**config.mk**
```make
export PLATFORM = sky130hd
export DESIGN_NAME = fixed_div_seq_flat
export DESIGN_NICKNAME = d
export VERILOG_FILES = /design/src/rtl/fixed_div_seq_pkg.sv /design/src/rtl/fixed_div_seq_if.sv /design/src/rtl/fixed_div_seq_div_step.sv /design/src/rtl/fixed_div_seq.sv /design/src/flat_wrapper.sv
export SDC_FILE = /design/constraint.sdc
export NUM_CORES = 1
export LEC_CHECK = 0
export CORE_MARGIN = 5
export CORE_UTILIZATION = 50
export CTS_BUF_LIST = sky130_fd_sc_hd__clkbuf_16
export CTS_CLUSTER_SIZE = 14
export DETAILED_ROUTE_END_ITERATION = 7
export MAX_ROUTING_LAYER = met4
export PLACE_DENSITY = 0.71
export SLEW_MARGIN = 20
export SYNTH_ARGS = -nofsm -noshare
export SYNTH_HDL_FRONTEND = slang
export SYNTH_HIERARCHICAL = 1
export SYNTH_SLANG_ARGS = --single-unit
export TNS_END_PERCENT = 5
```
**constraint.sdc**
```tcl
create_clock -name clk -period 10.5 [get_ports clk]
set_input_delay 1.575 -clock clk [delete_from_list [all_inputs] [get_ports clk]]
set_output_delay 1.575 -clock clk [all_outputs]
set_load 0.03 [all_outputs]
```
**src/rtl/fixed_div_seq_pkg.sv**
```systemverilog
// Shared SQm.n constants and helpers for the fixed-point divider and its reciprocal sibling.
// Both blocks must agree bit-for-bit on the saturation magnitude.
package fixed_div_seq_pkg;
  localparam int M  = 12;
  localparam int N  = 12;
  localparam int QW = M + N;
  localparam int W  = M + 2 * N;
  localparam int CW = $clog2(W);

  typedef logic [QW-1:0] qword_t;

  localparam qword_t NSAT = {1'b0, {(QW-1){1'b1}}};

  // Magnitude as unsigned; the most negative value maps onto 2^(QW-1), which still fits.
  function automatic qword_t abs_q(input qword_t x);
    return x[QW-1] ? qword_t'(-x) : x;
  endfunction

  function automatic qword_t neg_q(input qword_t x);
    return qword_t'(-x);
  endfunction
endpackage

```
**src/rtl/fixed_div_seq_if.sv**
```systemverilog
// Start/done request bus of the sequential divider.
interface fixed_div_seq_if;
  logic                        start;
  fixed_div_seq_pkg::qword_t   num;
  fixed_div_seq_pkg::qword_t   den;
  logic                        abs_mode;
  logic                        busy;
  logic                        done;
  fixed_div_seq_pkg::qword_t   quot;
  logic                        sat;
  logic                        div0;

  modport master (
    output start, num, den, abs_mode,
    input  busy, done, quot, sat, div0
  );

  modport slave (
    input  start, num, den, abs_mode,
    output busy, done, quot, sat, div0
  );
endinterface

```
**src/rtl/fixed_div_seq_div_step.sv**
```systemverilog
// One combinational restoring-division stage: ({rem,bit}, den) -> (rem', qbit).
// Kept standalone so a multi-bit-per-clock variant can chain several copies.
module fixed_div_seq_div_step
  import fixed_div_seq_pkg::*;
(
  input  qword_t rem_in,
  input  logic   bit_in,
  input  qword_t den,
  output qword_t rem_out,
  output logic   qbit
);
  logic [QW:0] shifted;
  qword_t      diff;

  assign shifted = {rem_in, bit_in};
  assign qbit    = (shifted >= {1'b0, den});
  // Only taken when shifted >= den, so the result is below den and fits QW bits.
  assign diff    = qword_t'(shifted[QW-1:0] - den);
  assign rem_out = qbit ? diff : shifted[QW-1:0];
endmodule

```
**src/rtl/fixed_div_seq.sv**
```systemverilog
// Sequential SQm.n divider, radix-2 restoring, one quotient bit per clock, truncation toward zero.
module fixed_div_seq
  import fixed_div_seq_pkg::*;
(
  input  logic             clk,
  input  logic             reset_n,
  fixed_div_seq_if.slave   bus
);
  typedef enum logic [1:0] {IDLE, DIV, FIN} state_t;

  state_t          state_reg, state_next;
  logic            sign_reg;
  logic            abs_reg;
  qword_t          den_reg;
  qword_t          rem_reg;
  logic [W-1:0]    dvd_reg;
  logic [CW-1:0]   cnt_reg;
  logic            busy_reg;
  logic            done_reg;
  qword_t          quot_reg;
  logic            sat_reg;
  logic            div0_reg;

  qword_t          rem_step;
  logic            qbit_step;
  logic            ovf;
  logic            zden;
  qword_t          mag;
  qword_t          result;

  fixed_div_seq_div_step u_step (
    .rem_in  (rem_reg),
    .bit_in  (dvd_reg[W-1]),
    .den     (den_reg),
    .rem_out (rem_step),
    .qbit    (qbit_step)
  );

  // After W shifts dvd_reg holds the full-width quotient.
  assign ovf    = (dvd_reg > {{(W-QW){1'b0}}, NSAT});
  assign zden   = (den_reg == '0);
  assign mag    = (ovf || zden) ? NSAT : dvd_reg[QW-1:0];
  assign result = (sign_reg && !abs_reg) ? neg_q(mag) : mag;

  always_ff @(posedge clk or negedge reset_n) begin
    if (!reset_n) state_reg <= IDLE;
    else          state_reg <= state_next;
  end

  always_comb begin
    state_next = state_reg;
    case (state_reg)
      IDLE:    if (bus.start) state_next = (bus.den == '0) ? FIN : DIV;
      DIV:     if (cnt_reg == '0) state_next = FIN;
      FIN:     state_next = IDLE;
      default: state_next = IDLE;
    endcase
  end

  always_ff @(posedge clk or negedge reset_n) begin
    if (!reset_n) begin
      sign_reg <= 1'b0;
      abs_reg  <= 1'b0;
      den_reg  <= '0;
      rem_reg  <= '0;
      dvd_reg  <= '0;
      cnt_reg  <= '0;
      busy_reg <= 1'b0;
      done_reg <= 1'b0;
      quot_reg <= '0;
      sat_reg  <= 1'b0;
      div0_reg <= 1'b0;
    end else begin
      done_reg <= 1'b0;
      case (state_reg)
        IDLE: begin
          if (bus.start) begin
            sign_reg <= bus.num[QW-1] ^ bus.den[QW-1];
            abs_reg  <= bus.abs_mode;
            den_reg  <= abs_q(bus.den);
            rem_reg  <= '0;
            dvd_reg  <= {abs_q(bus.num), {N{1'b0}}};
            cnt_reg  <= CW'(W - 1);
            busy_reg <= 1'b1;
            sat_reg  <= 1'b0;
            div0_reg <= 1'b0;
          end
        end
        DIV: begin
          rem_reg <= rem_step;
          dvd_reg <= {dvd_reg[W-2:0], qbit_step};
          if (cnt_reg != '0) cnt_reg <= cnt_reg - 1'b1;
        end
        FIN: begin
          quot_reg <= result;
          sat_reg  <= ovf || zden;
          div0_reg <= zden;
          busy_reg <= 1'b0;
          done_reg <= 1'b1;
        end
        default: ;
      endcase
    end
  end

  assign bus.busy = busy_reg;
  assign bus.done = done_reg;
  assign bus.quot = quot_reg;
  assign bus.sat  = sat_reg;
  assign bus.div0 = div0_reg;
endmodule

```
**src/flat_wrapper.sv**
```systemverilog
// flat-port wrapper written by rule: the top's interface ports become plain ports
module fixed_div_seq_flat import fixed_div_seq_pkg::*;
  (clk, reset_n, bus_start, bus_num, bus_den, bus_abs_mode, bus_busy, bus_done, bus_quot, bus_sat, bus_div0);
  fixed_div_seq_if bus_i ();
  input  logic clk;
  input  logic reset_n;
  input wire logic [$bits(bus_i.start)-1:0] bus_start;
  input wire logic [$bits(bus_i.num)-1:0] bus_num;
  input wire logic [$bits(bus_i.den)-1:0] bus_den;
  input wire logic [$bits(bus_i.abs_mode)-1:0] bus_abs_mode;
  output wire logic [$bits(bus_i.busy)-1:0] bus_busy;
  output wire logic [$bits(bus_i.done)-1:0] bus_done;
  output wire logic [$bits(bus_i.quot)-1:0] bus_quot;
  output wire logic [$bits(bus_i.sat)-1:0] bus_sat;
  output wire logic [$bits(bus_i.div0)-1:0] bus_div0;
  assign bus_i.start = bus_start;
  assign bus_i.num = bus_num;
  assign bus_i.den = bus_den;
  assign bus_i.abs_mode = bus_abs_mode;
  assign bus_busy = bus_i.busy;
  assign bus_done = bus_i.done;
  assign bus_quot = bus_i.quot;
  assign bus_sat = bus_i.sat;
  assign bus_div0 = bus_i.div0;
  fixed_div_seq u_core (.clk(clk), .reset_n(reset_n), .bus(bus_i));
endmodule
```
==> key figures <==
Synthesis
  • Synth cell types: 66
  • Synth Warn #: 6
  • Async SR Flop Fraction: 100.0%
  • Mapped cell area: 8083 µm²
  • #FFs+latches synth: 122
  • Top FF cell, synth: dfrtp_1
  • Syn avg cell area: 8.481 µm²
  • Seq/Total Area, Yosys: 37.77%
  • Post-synth EDFFs: 0
  • Synth Instances: 953
  • Synthesized Nets: 1035

Placed design
  • Port Buffer Count: 79
  • Pre-CTS setup slack: 6164 ps
  • Placed Area: 8976 µm²
  • Final Wtd Congestion: 0.9471
  • Cell count after placement: 1197
  • Hpwl dp: 14610 µm

Clocking
  • # resized after CTS: 0
  • Clk root buf: clkbuf_16
  • Clk Latency, worst-skew pair: 420 ps
  • H-tree depth: 4
  • CTS Hold Bufs: 0
  • Total CTS buffers: 17
  • Buffer depth of the longest clock path: 2
  • Post CTS Setup Buffer Count: 0
  • CTS tree: done
  • Clock slew at reported path FFs: 50 ps
  • Clock Sinks: 122

Cells and area
  • Utilization after layout: 60.37%
  • Max reg flops: 36
  • Share of cells above drive strength 1: 6.120%
  • # diodes: 0
  • Non-filler cells, final: 1229
  • Layout Nets: 1082
  • Final instance area: 9589 µm²
  • Layout area overhead: 18.64%
  • Filler cells: 1416

Floorplanning
  • DIE AREA: 18810 µm²
  • Starting Density: 50.88%
  • Die width: 137.1 µm
  • # rows: 46
  • Top Ports: 80
  • Area of the core: 15890 µm²
  • Die height: 137.1 µm

Power
  • PwrDens: 349.5 nW/µm²
  • VDD IR max: 0.1621 mV
  • Leak pwr: 3.992 nW
  • Pint: 1.842 mW
  • Clock power frac: 18.1%
  • Logic pwr share: 54.6%
  • Sw frac: 45.04%
  • NetSw: 1.509 mW
  • Seq pwr share: 27.3%

STA
  • Fin. max-slew vios: 0
  • Final Hold Viols: 0
  • Final worst slack: 6115 ps
  • Setup tns final: 0 ps
  • F_max: 228.0 MHz
  • Worst Skew: 12.95 ps
  • Actual slew at the worst max-slew pin: 982.4 ps
  • Crit share post-route: 41.76%
  • RSZ-0062 raised after global routing: no
  • Final setup fails: 0
  • Min Tclk post-route: 4385 ps
  • Normalized max-slew margin: 34.30%

Setup path
  • WP data required: 10800 ps
  • Worst R2R Setup Slack: 6110 ps
  • Worst path arrival time: 4680 ps
  • Worst path max stage delay: 750 ps
  • CP max stage cell: nor4_1
  • RR Endpoint: u_core/bus.quot[20]
  • Worst setup EP type: flip-flop
  • CP Buf/Inv Count: 0
  • Crit path cell chain: or4_1, nor4_1, nand2_1, nor2_1, ha_1, nor3b_1, nand4_1, or4_1, a211oi_1, nor3_1
  • R2r startpoint: u_core/dvd_reg[32]
  • CP Class: flip-flop to flip-flop
  • CP max FO: 8
  • Critical path's top delay family: simple AND/OR/NAND/NOR gates
  • Critical path's most frequent cell: or4_1
  • Critical Path Source Type: flip-flop
  • Reg2Reg Depth: 10

Worst hold path
  • HP Start: u_core/bus.quot[3]
  • Min-Delay Path Class: flip-flop to flip-flop
  • Hold EP: u_core/bus.quot[3]
  • Worst Hold Depth: 2

Detailed routing
  • Vias per Instance: 5.911
  • Wl on met1: 9756 µm
  • DR WL/cell: 16.70 µm
  • WL met3: 942 µm
  • Pre-antenna DRT Iters: 6
  • DRC Markers: 0
  • Initial drt markers: 762
  • Top layer in use: met4
  • Via count: 7265
  • Detail Route met2 WL: 9480 µm
  • Routed wire length: 20520 µm
  • ANT nets after route: 0

Run status
  • Status: complete, no violations

GRT
  • Vias in the first global route: 6939
  • Total Routing Usage GR: 23.66%
  • Total grt overflow: 0
  • First-pass GRT wire length: 34690 µm
  • Initial antenna violation count: 0
  • Pin count of the biggest net entering global routing: 70

Flow run
  • Max cap viols: 0
[power groups by stage]
stage	Clock, mW	Sequential, mW	Combinational [mW]
6_report	0.606	0.916	1.83
5_1_grt	0.638	0.949	2.06
4_1_cts	0.614	0.914	1.83
3_5_place_dp	0	0.917	1.82
3_3_place_gp	0	0.914	1.79
2_1_floorplan	0	0.921	1.34
[cell families (layout without fill, tap and decap cells)]
| logic type | after synthesis | in the layout | synth area share, % |
|---|---|---|---|
| adder cells (fa/ha/maj) | 30 | 30 | 4.737 |
| flip-flops | 122 | 122 | 37.77 |
| XOR/XNOR | 66 | 66 | 7.152 |
| AND/OR/NAND/NOR | 334 | 334 | 20.11 |
| multiplexers | 4 | 4 | 0.5108 |
| buffers and inverters | 96 | 156 | 4.675 |
| AO/OA/AOI/OAI | 301 | 301 | 25.05 |
[worst register-to-register path: stages (launching register included)]
cell,delay [ps]
dfrtp_1,380
or4_1,530
nor4_1,750
nand2_1,350
nor2_1,230
ha_1,230
nor3b_1,570
nand4_1,420
or4_1,510
a211oi_1,240
nor3_1,70
[area by class of cell]
| class | instances | area [µm²] | area share, % |
|---|---|---|---|
| multi-input cells | 735 | 4678 | 48.79 |
| flip-flops and latches | 122 | 3053 | 31.84 |
| repair buffers | 85 | 833.3 | 8.690 |
| clock buffers | 17 | 425.4 | 4.436 |
| well taps | 216 | 270.3 | 2.818 |
| clock inverters | 15 | 182.7 | 1.905 |
| inverters | 39 | 146.4 | 1.527 |
[cell usage in the layout (no fill, tap or decap), drive strengths merged, types with 10 or more instances in the layout]
| cell type | Yosys | routed |
|---|---|---|
| o41ai | 13 | 13 |
| or3 | 13 | 13 |
| a22oi | 18 | 18 |
| nand3 | 24 | 24 |
| clkbuf | 46 | 17 |
| nand4 | 11 | 11 |
| ha | 29 | 29 |
| xor2 | 48 | 48 |
| or4 | 12 | 12 |
| a22o | 36 | 36 |
| o31ai | 25 | 25 |
| xnor2 | 18 | 18 |
| nor3 | 31 | 31 |
| nor2b | 10 | 10 |
| nor4 | 15 | 15 |
| nand2 | 136 | 136 |
| nor2 | 58 | 58 |
| clkdlybuf4s50 | 0 | 78 |
| o21ai | 108 | 108 |
| a211oi | 19 | 19 |
| inv | 39 | 42 |
| dfrtp | 122 | 122 |
| a21oi | 48 | 48 |
[Yosys cell counts, types with 3 or more instances]
cell	instances	area [µm²]
and3_1	3	18.77
o21ai_0	94	470.5
or4_4	4	45.04
a22o_1	36	315.3
o21ai_1	14	70.07
nor3b_1	3	22.52
xor2_1	48	420.4
o211ai_1	6	45.04
nand3_1	24	120.1
nand2_1	136	510.5
nor3_1	30	150.1
nand4_1	11	68.82
or3_1	10	62.56
buf_2	10	50.05
clkbuf_1	42	157.7
a211oi_1	17	127.6
or3_4	3	33.78
o21bai_1	3	22.52
a22oi_1	18	135.1
and2_1	3	18.77
nor4_1	13	81.33
mux2i_1	3	30.03
xnor2_1	18	157.7
ha_1	29	362.9
o31ai_1	22	165.2
clkbuf_2	4	20.02
a31oi_1	6	37.54
a21o_1	7	52.55
a21oi_1	48	240.2
o41ai_1	12	105.1
nor2_1	58	217.7
or4_1	8	60.06
nand2b_1	5	31.28
nor2b_1	9	56.30
inv_1	38	142.6
dfrtp_1	122	3053
[stage by stage]
stage | hold slack (ps) | power (mW)
final | 475.2 | 3.351
after global routing | 517.3 | 3.644
after CTS | 479.8 | 3.354
after detailed placement | 468.0 | 2.740
after global placement | 463.1 | 2.704
after floorplan | 459.6 | 2.261
[layer usage]
metal	up-vias	GRT usage, %
met2	216	35.99
met3	36	3.456
li1	3570	-
met5	-	-
met4	0	7.317
met1	3443	32.85
[worst max path at each step]
| stage | startpoint | end | slack (ps) | cells after the start |
|---|---|---|---|---|
| floorplan | bus_num[1] | u_core/dvd_reg[32] | 6830 | 8 |
| global placement | bus_num[0] | u_core/dvd_reg[32] | 6230 | 9 |
| detailed placement | bus_num[0] | u_core/dvd_reg[32] | 6160 | 9 |
| CTS | u_core/dvd_reg[32] | u_core/bus.quot[20] | 6210 | 10 |
| global route | u_core/dvd_reg[32] | u_core/bus.quot[20] | 5740 | 10 |
| finish | u_core/dvd_reg[32] | u_core/bus.quot[20] | 6110 | 10 |
No activity file was read; power rests on OpenSTA's default activity.
